**src/rtl/aes_round_seq.sv**
```systemverilog
// aes_round_seq: sequences one AES block through an external round datapath.
// The block XORs the plaintext with round key 0, then issues NR rounds, one at
// a time, to the datapath. It waits for each result, and presents the final
// state as ciphertext.
// Optional feature: define AES_SEQ_TIMEOUT_EN to add a per-round WAIT timeout.
// On timeout the block sets a sticky err flag and returns to IDLE.
//
//  state | meaning
//  ------+-------------------------------------------------------------
//  IDLE  | ready for a plaintext block; whitening key (index 0) selected
//  ISSUE | one-cycle launch of the current round to the datapath
//  WAIT  | datapath inputs held until rnd_dataout_valid
//  DONE  | ciphertext presented until out_ready
module aes_round_seq #(
    parameter int NR      = 10,
    parameter int TIMEOUT = 15
) (
    input  logic         clk,
    input  logic         rst_n,
    input  logic         in_valid,
    output logic         in_ready,
    input  logic [127:0] in_data,
    output logic [3:0]   key_idx,
    input  logic [127:0] key_in,
    output logic         rnd_en,
    output logic         rnd_final,
    output logic [127:0] rnd_datain,
    output logic [127:0] rnd_keyin,
    input  logic [127:0] rnd_dataout,
    input  logic         rnd_dataout_valid,
    output logic         out_valid,
    input  logic         out_ready,
    output logic [127:0] out_data,
    output logic         busy,
    output logic [3:0]   round_cnt,
    output logic         err
);

    localparam logic [3:0] NR_L = 4'(NR);

    typedef enum logic [1:0] {
        S_IDLE  = 2'd0,
        S_ISSUE = 2'd1,
        S_WAIT  = 2'd2,
        S_DONE  = 2'd3
    } state_t;

    state_t         state;
    state_t         state_nxt;
    logic [127:0]   state_reg;
    logic           accept;
    logic           round_done;
    logic           last_round;
    logic           timeout;

    // The key store is combinational, so key_in follows key_idx in the same cycle.
    // The datapath therefore sees the key for the round it is working on.
    assign rnd_datain = state_reg;
    assign rnd_keyin  = key_in;

    assign accept     = (state == S_IDLE) && in_valid;
    assign round_done = (state == S_WAIT) && rnd_dataout_valid;
    assign last_round = (round_cnt == NR_L);

`ifdef AES_SEQ_TIMEOUT_EN
    localparam int TW = (TIMEOUT > 1) ? $clog2(TIMEOUT) : 1;
    localparam logic [TW-1:0] TO_LAST = TW'(TIMEOUT - 1);

    logic [TW-1:0] to_cnt;
    logic          err_q;

    // The timeout fires on the TIMEOUT-th consecutive WAIT cycle without a result.
    assign timeout = (state == S_WAIT) && !rnd_dataout_valid && (to_cnt == TO_LAST);
    assign err     = err_q;

    // WAIT-cycle counter and the sticky error flag
    always_ff @(posedge clk or negedge rst_n) begin
        if (!rst_n) begin
            to_cnt <= '0;
            err_q  <= 1'b0;
        end else begin
            if (state == S_ISSUE) begin
                to_cnt <= '0;
            end else if ((state == S_WAIT) && !rnd_dataout_valid && !timeout) begin
                to_cnt <= to_cnt + TW'(1);
            end
            if (accept) begin
                err_q <= 1'b0;
            end else if (timeout) begin
                err_q <= 1'b1;
            end
        end
    end
`else
    assign timeout = 1'b0;
    assign err     = 1'b0;
`endif

    // State register
    always_ff @(posedge clk or negedge rst_n) begin
        if (!rst_n) begin
            state <= S_IDLE;
        end else begin
            state <= state_nxt;
        end
    end

    // Next-state logic
    always_comb begin
        state_nxt = state;
        case (state)
            S_IDLE: begin
                if (in_valid) state_nxt = S_ISSUE;
            end
            S_ISSUE: begin
                state_nxt = S_WAIT;
            end
            S_WAIT: begin
                if (rnd_dataout_valid) begin
                    state_nxt = last_round ? S_DONE : S_ISSUE;
                end else if (timeout) begin
                    state_nxt = S_IDLE;
                end
            end
            S_DONE: begin
                if (out_ready) state_nxt = S_IDLE;
            end
            default: state_nxt = S_IDLE;
        endcase
    end

    // State-decoded outputs; ISSUE and WAIT drive identical datapath controls
    always_comb begin
        in_ready  = 1'b0;
        busy      = 1'b1;
        rnd_en    = 1'b0;
        rnd_final = 1'b0;
        key_idx   = 4'd0;
        out_valid = 1'b0;
        out_data  = '0;
        case (state)
            S_IDLE: begin
                in_ready = 1'b1;
                busy     = 1'b0;
            end
            S_ISSUE, S_WAIT: begin
                rnd_en    = 1'b1;
                key_idx   = round_cnt;
                rnd_final = last_round;
            end
            S_DONE: begin
                out_valid = 1'b1;
                out_data  = state_reg;
            end
            default: ;
        endcase
    end

    // Cipher state and round counter: whitening on accept, result capture in WAIT
    always_ff @(posedge clk or negedge rst_n) begin
        if (!rst_n) begin
            state_reg <= '0;
            round_cnt <= 4'd0;
        end else if (accept) begin
            state_reg <= in_data ^ key_in;
            round_cnt <= 4'd1;
        end else if (round_done) begin
            state_reg <= rnd_dataout;
            if (!last_round) round_cnt <= round_cnt + 4'd1;
        end
    end

endmodule

```
**config.mk**
```make
export PLATFORM = sky130hd
export DESIGN_NAME = aes_round_seq
export DESIGN_NICKNAME = d
export VERILOG_FILES = /design/src/rtl/aes_round_seq.sv
export SDC_FILE = /design/constraint.sdc
export NUM_CORES = 1
export LEC_CHECK = 0
export CORE_AREA = 2 2 304 306
export DETAILED_ROUTE_END_ITERATION = 6
export DIE_AREA = 0 0 306 308
export GPL_TIMING_DRIVEN = 1
export PLACE_DENSITY = 0.45
export SLEW_MARGIN = 20
export SYNTH_ARGS = -nofsm -noshare
export SYNTH_HDL_FRONTEND = slang
export SYNTH_SLANG_ARGS = --single-unit
```
**constraint.sdc**
```tcl
create_clock -name clk -period 1.6 [get_ports clk]
set_input_delay 0.24 -clock clk [delete_from_list [all_inputs] [get_ports clk]]
set_output_delay 0.24 -clock clk [all_outputs]
set_load 0.03 [all_outputs]
```
## Word-level counts from Yosys, hierarchy flattened

Cells that the tools add are included.

- Flip-flop bits (word level): 134
- Latch bits: 0
- RAM bits: 0
- Bits in read-only memories: 0
- Output and inout bits: 398
- Memories: 0

- $add $sub $neg: 1
- $mul: 0
- Divide/modulo/power cells: 0
- Magnitude comparators: 0
- Eq/ne operators: 8
- Shifts and indexed selects: 0
- Muxes and demuxes: 17
- Bitwise operators: 1
- Reduce and logical (&&, ||, !) cells: 7

Operators by type and width:

| operator | count |
|---|---|
| 128-bit 2-to-1 mux | 3 |
| 128-bit XOR | 1 |
| 4-bit 2-to-1 mux | 4 |
| 2-bit 2-to-1 mux | 4 |
| 2-bit != test, second input constant | 4 |
| 2-bit one-hot mux with 4 select lines | 1 |
| 1-bit 2-to-1 mux | 5 |
| 4-bit by 1-bit adder with 4-bit output, second input constant | 1 |
| 2-bit == test, second input constant | 2 |
| 4-bit == test, second input constant | 1 |
| 3-bit AND reduction | 1 |
| 2-bit by 1-bit == test with 1-bit output, second input constant | 1 |
| 1-bit logical AND | 2 |
| 2-bit zero test | 1 |
| 2-bit AND reduction | 1 |
| 2-bit nonzero test | 1 |
| 2-bit OR reduction | 1 |

## Depth between registers and ports, before layout

Gate-level depths: netlist of the first run.

- Depth after elaboration: 4
- Depth in mapped cells: 9
- Depth with buffers taken out: 5

## Worst setup path before layout of the first run

OpenSTA, ideal clock, no wires.

- Kind: reg-to-output
- Start point: reg state[1]
- End point: out out_data[100]
- Arrival time: 1,612 ps
- Data required time: 1,360 ps
- Path slack: -252 ps
- Stages on the path, launching flop included: 5
- Path through: dfrtp_1 ha_1 clkbuf_1 clkbuf_1 and2_1

- Longest elaborated chain between the ends: 2

Ends and longest elaborated chain:

| what | line | source |
|---|---|---|
| start: declaration | 48 | `state_t state;` |
| start signal: assignment | 104 | `state <= state_nxt;` |
| 2-bit == test | 141 | `case (state)` |
| 128-bit 2-to-1 mux | 141 |  |
| end: declaration | 33 | `output logic [127:0] out_data,` |

Every way passes these cells.

## Final worst setup path of the first run

- Start point: reg state[1]
- End point: out out_data[12]

The elaborated chain is that of the path after synthesis.

==> results of run 1 <==
-- critical path, cell delays in order, from the launching register on --
cell and delay [ps]:
dfrtp_1 390, buf_6 120, ha_4 170, buf_12 170, buf_12 170, and2_2 170, buf_4 170
-- repair_timing --
action / 4_1_cts / 5_1_grt
endpoints found under the setup margin: 278 / 288
pin swaps: 5 / 8
setup buffers: 14 / 9
resized for setup: 230 / 188
hold buffers: 1 / 0
cloned: 4 / 18
hold endpoints to repair: 26 / 0
-- per-stage QoR --
step	util, %	setup WS, ps
floorplan	-	-48.90
global placement	19.81	-166.7
detailed placement	19.81	-191.3
CTS	20.76	-498.0
global route	21.80	-575.8
finish	21.81	-473.1
-- per-layer routing --
layer	up-vias	track usage [%]	share of wire [%]
met4	0	3.105	2.1
li1	4651	-	-
met3	32	2.673	6.7
met1	4646	10.37	38
met2	454	17.99	53
met5	-	0	0
-- cells in the mapped netlist (3+ instances only) --
cell      instances
nand2_1         130
dfrtp_1         134
o21ai_0          32
buf_8            10
nand2b_1          3
buf_2             9
buf_4           135
nand3_1           3
ha_1              7
mux2i_1         130
o21ai_1          98
inv_1             4
clkbuf_1         30
xor2_1          128
nor2_1            3
and2_1          135
-- power groups by stage --
stage | Combinational [µW] | Clock, µW | Sequential [µW]
CTS | 20000 | 4310 | 6680
floorplan | 7790 | 0 | 9400
finish | 22000 | 4080 | 6750
detailed placement | 20000 | 0 | 6730
global route | 23300 | 4460 | 7000
global placement | 19800 | 0 | 6700
-- final timing paths --
kind	startpoint	to	slack [ps]
min	rst_n	rnd_datain[22]	320
min reg2reg	rnd_datain[0]	rnd_datain[0]	580
max	state[1]	out_data[12]	-470
min in group clk	rnd_dataout[86]	rnd_datain[86]	400
max reg2reg	state[0]	rnd_datain[55]	-260
max in group asynchronous	rst_n	rnd_datain[98]	670
-- logic make-up (layout without fill, tap and decap cells) --
group,after synthesis,count (layout),share of synthesized area [%]
multiplexers,130,130,13.91
flip-flops,134,134,35.84
adder cells (fa/ha/maj),7,7,0.9360
XOR/XNOR,128,128,11.98
buffers and inverters,191,950,14.74
AO/OA/AOI/OAI,136,136,7.449
other,1,3,0.04008
AND/OR/NAND/NOR,279,279,15.11
-- layout make-up --
type	instances	share of cell area, %
multi-input cells	681	25.30
repair buffers	914	47.29
clock inverters	12	0.6496
diodes	2	0.02523
well taps	1186	7.480
flip-flops and latches	134	16.91
clock buffers	20	2.252
inverters	4	0.08829
==> impl_metrics.toml, run 1 <==
[global_routing]
grt_usage_pct = 9.615
grt_max_degree = 68
antenna_found_initial = 3
grt_overflow = 0
grt_pass1_wl_mm = 66.50
grt_pass1_vias = 10330

[place]
dp_hpwl_mm = 38.85
place.gp.congestion = 0.8271
dpl-instance-area_um2 = 18020
placed_cells_incl_taps = 2877
io_buffers = 785

[finish]
final_common_cell = "clkdlybuf4s50_1"
regArea_um2 = 3356
final_cell_mix = "clkdlybuf4s50_1 (387), buf_4 (238), dfrtp_1 (132), nand2_1 (130), xor2_1 (128)"
stdcell_area_um2 = 19840
post_route_cells_drive_above_1_share_pct = 33.26
fill_cells = 9978
final_nets = 2148
final_cells = 2953
multi_input_area_um2 = 5020
syn2layout_area_growth_pct = 112.0
largest_reg_flops = 128

[worst_setup_path]
critPathMaxFanout = 16
endpoint_kind = "primary output"
startpoint_type = "register"
crit_required_ps = 1360
worstRegToRegCells = 10
criticalPathCategory = "register to primary output"
cp.arrival_ps = 1830

[synth]
ys_types = 28
synth_area_leader_cell = "dfrtp_1"
yosys_warnings = 0
ys_seq_elements = 134
synthCells = 1006
syn_nets = 1402
synth_edf_count = 0
synth_top_area_share_pct = 35.84
syn_area_um2 = 9356
ys_top_cells_by_area = "dfrtp_1 (36%), mux2i_1 (14%), xor2_1 (12%), buf_4 (11%), and2_1 (9.0%)"
yosysSeqAreaShare_pct = 35.84
async_flop_share_pct = 100.0
syn_avg_cell_area_um2 = 9.301
synthFlopType = "dfrtp_1"

[clocking]
clock_sinks = 134
cts_tree = "done"
clk_latency_ps = 470
cts_root_buffer = "clkbuf_16"
cts_buffer_depth = 2
htree_levels = 4
cts-buffers-inserted = 17
clkTransAtPathRegs_ps = 70

[sta]
maxSlewViolCount = 0
tns_ps = -81530
finClkSkew_ps = 10.45
worst_pin_slew_ps = 579.9
fin_crit_sh_pct = 129.6
finalSetupViolCount = 269
max_freq_mhz = 482.4
postLayoutSetupSlackWorst_ps = -473.1
finalHoldViolCount = 0
period_needed_ps = 2073
slew_headroom_pct = 61.34
holdWs_ps = 315.0
rsz0062_at_grt = "yes"

[floorplanning]
die_area_um2 = 94250
num_io_pins = 787
core_area_um2 = 90970
start_util_pct = 10.29
die_h_um = 308
die_x_um = 306
rows = 111

[routing]
routedWlPerCell_um = 17.39
drc = 0
antenna_left = 0
dr_total_vias = 9783
firstDrtPassIters = 4
drt_iter0_markers = 300
drt-total-wl_mm = 51.34
avgViaCountPerCell = 3.313

[status]
failed_checks = "setup timing"
status = "finished, violations left"

[flow_run]
drv_cap = 0

[power]
switching_power_uw = 15520
seqPwrFrac_pct = 20.6
total_power_uw = 32840
comb_power_share_pct = 67.0
power_density_nw_per_um2 = 1656
ir_drop_mv = 0.8025
p_int_uw = 17320
p_clk_share_pct = 12.4
switching_share_pct = 47.27
leakagePower_uw = 0.008481

[min_path]
hp-class = "input port to async pin"
No activity file was read; power rests on OpenSTA's default activity.
==> inputs of run 2 (changes only) <==
--- a/config.mk
+++ b/config.mk
@@ -10,6 +10,7 @@
 export DIE_AREA = 0 0 306 308
 export GPL_TIMING_DRIVEN = 1
 export PLACE_DENSITY = 0.45
+export SKIP_LAST_GASP = 1
 export SLEW_MARGIN = 20
 export SYNTH_ARGS = -nofsm -noshare
 export SYNTH_HDL_FRONTEND = slang
==> run 2 against run 1 <==
Compared with the run above: the flow still finishes with violations (setup timing); combinational power about the same; setup slack got worse by 1.0 ps; clock-buffer cell count stayed put; clock skew hardly changed; first-iteration DRC count is 0.33% higher; design area is 0.15% lower; critical endpoint unchanged.
==> impl_metrics.toml, run 2 (same netlist as run 1, synthesis figures left out) <==
[sta]
fin_crit_sh_pct = 129.6
slew_headroom_pct = 61.35
postLayoutSetupSlackWorst_ps = -474.1
period_needed_ps = 2074
maxSlewViolCount = 0
worst_pin_slew_ps = 579.7
rsz0062_at_grt = "yes"
finalHoldViolCount = 0
finClkSkew_ps = 10.59
finalSetupViolCount = 269
max_freq_mhz = 482.1

[global_routing]
antenna_found_initial = 2
use_met2_pct = 17.98
busiest_layer = "met2"
grt_overflow = 0
gr-usage-met3_pct = 2.673
grt_util_met1_pct = 10.37
grt_pass1_wl_mm = 66.48
grt_usage_pct = 9.614
grt_max_degree = 68
grt_pass1_vias = 10340

[worst_setup_path]
path_delay_family = "buffers and inverters"
endpoint_kind = "primary output"
cp_common_cell = "buf_12"
path_cells = "buf_6 -> ha_4 -> buf_12 -> buf_12 -> and2_2 -> buf_4"
worstRegToRegCells = 10
startpoint_type = "register"
cp.arrival_ps = 1830
cp_slowest_stage_delay_ps = 390
slowest_stage = "dfrtp_1"
criticalPathCategory = "register to primary output"
path_buf_inv = 4
crit_required_ps = 1360
path_depth = 6
critPathMaxFanout = 16

[floorplanning]
num_io_pins = 787
die_area_um2 = 94250
die_h_um = 308
start_util_pct = 10.29
rows = 111
die_x_um = 306
core_area_um2 = 90970

[routing]
routedWlPerCell_um = 17.39
drt_iter0_markers = 301
drt-total-wl_mm = 51.42
antenna_left = 0
avgViaCountPerCell = 3.299
dr_total_vias = 9754
drc = 0
firstDrtPassIters = 4

[finish]
largest_reg_flops = 128
final_cell_mix = "clkdlybuf4s50_1 (387), buf_4 (263), dfrtp_1 (132), nand2_1 (130), xor2_1 (128)"
final_common_cell = "clkdlybuf4s50_1"
fill_cells = 9964
final_nets = 2152
post_route_cells_drive_above_1_share_pct = 33.63
syn2layout_area_growth_pct = 111.7
utilization_pct = 21.78

[status]
failed_checks = "setup timing"
status = "finished, violations left"

[clocking]
cts-buffers-inserted = 17
cts_buffer_depth = 2
cts_tree = "done"
clock_sinks = 134
clkTransAtPathRegs_ps = 70
htree_levels = 4
clk_latency_ps = 470
cts_root_buffer = "clkbuf_16"

[place]
dp_hpwl_mm = 38.85
place.gp.congestion = 0.8271
io_buffers = 785

[flow_run]
drv_cap = 0

[power]
power_density_nw_per_um2 = 1655
ir_drop_mv = 0.7565
total_power_uw = 32790
leakagePower_uw = 0.008481

[min_path]
hp-class = "input port to async pin"
run 2: changes by cell type in the layout (fill, tap and decap cells not counted):
cell | previous run | this run
o21ai_1 | 110 | 120
buf_6 | 77 | 52
and2_1 | 7 | 8
o21ai_2 | 0 | 1
and2_4 | 104 | 80
mux2i_4 | 2 | 4
buf_4 | 238 | 263
mux2i_1 | 120 | 116
mux2i_2 | 8 | 10
o21ai_0 | 20 | 9
buf_8 | 16 | 20
and2_2 | 24 | 47
run 2: final timing paths:
check	startpoint	to	slack, ps
worst max register to register	state[0]	rnd_datain[55]	-260
min in group clk	rnd_dataout[19]	rnd_datain[19]	400
worst min register to register	rnd_datain[0]	rnd_datain[0]	580
worst min-delay path	rst_n	rnd_datain[22]	320
max in group asynchronous	rst_n	rnd_datain[42]	670
worst max-delay path	state[1]	out_data[12]	-470
run 2: worst reg2reg max path, stage by stage, from the launching register on:
cell       delay, ps
dfrtp_1          390
buf_4            150
inv_4             50
buf_6            100
ha_4             120
and2_4           180
buf_12           140
buf_16           170
clkbuf_16        200
mux2i_1          180
o21ai_1           70
run 2: per-layer routing:
layer	routed length (µm)	up-vias	share of wire (%)
met5	0	-	0
met1	19350	4617	38
met2	27430	445	53
met3	3569	35	6.9
li1	-	4657	-
met4	1079	0	2.1
run 2: report_power, final:
part | total, µW | internal, µW | leakage [µW] | switching (µW)
sequential | 6720 | 5090 | 0.00164 | 1630
clock | 4070 | 2330 | 0.000276 | 1740
combinational | 22000 | 9850 | 0.00657 | 12100
run 2: cell type report:
cell class,count,area (µm²),area share (%)
Antenna cell,2,5.005,0.02526
Clock buffer,20,446.7,2.255
Tap cell,1186,1484,7.491
Multi-Input combinational cell,681,5025,25.36
Sequential cell,134,3356,16.94
Inverter,4,17.52,0.08842
Clock inverter,12,128.9,0.6505
Timing Repair Buffer,918,9348,47.19
run 2: repair_timing:
item                                    4_1_cts  5_1_grt
gates cloned                                  4       19
endpoints found under the hold margin        26        0
buffers inserted                             14       12
endpoints found under the setup margin      278      287
hold buffers                                  1        0
pin swaps                                     3        8
resized for setup                           225      169
run 2: stage by stage:
stage,setup slack (ps),setup TNS [ps],hold slack [ps],instances,cell area [µm²]
2_1_floorplan,-48.90,-7961,-55.59,1006,9523
3_3_place_gp,-166.7,-12550,229.7,2877,18020
3_5_place_dp,-191.3,-16950,238.3,2877,18020
4_1_cts,-498.0,-96220,271.9,2926,18870
5_1_grt,-575.8,-113280,299.8,2955,19810
6_report,-474.1,-83230,316.6,2957,19810
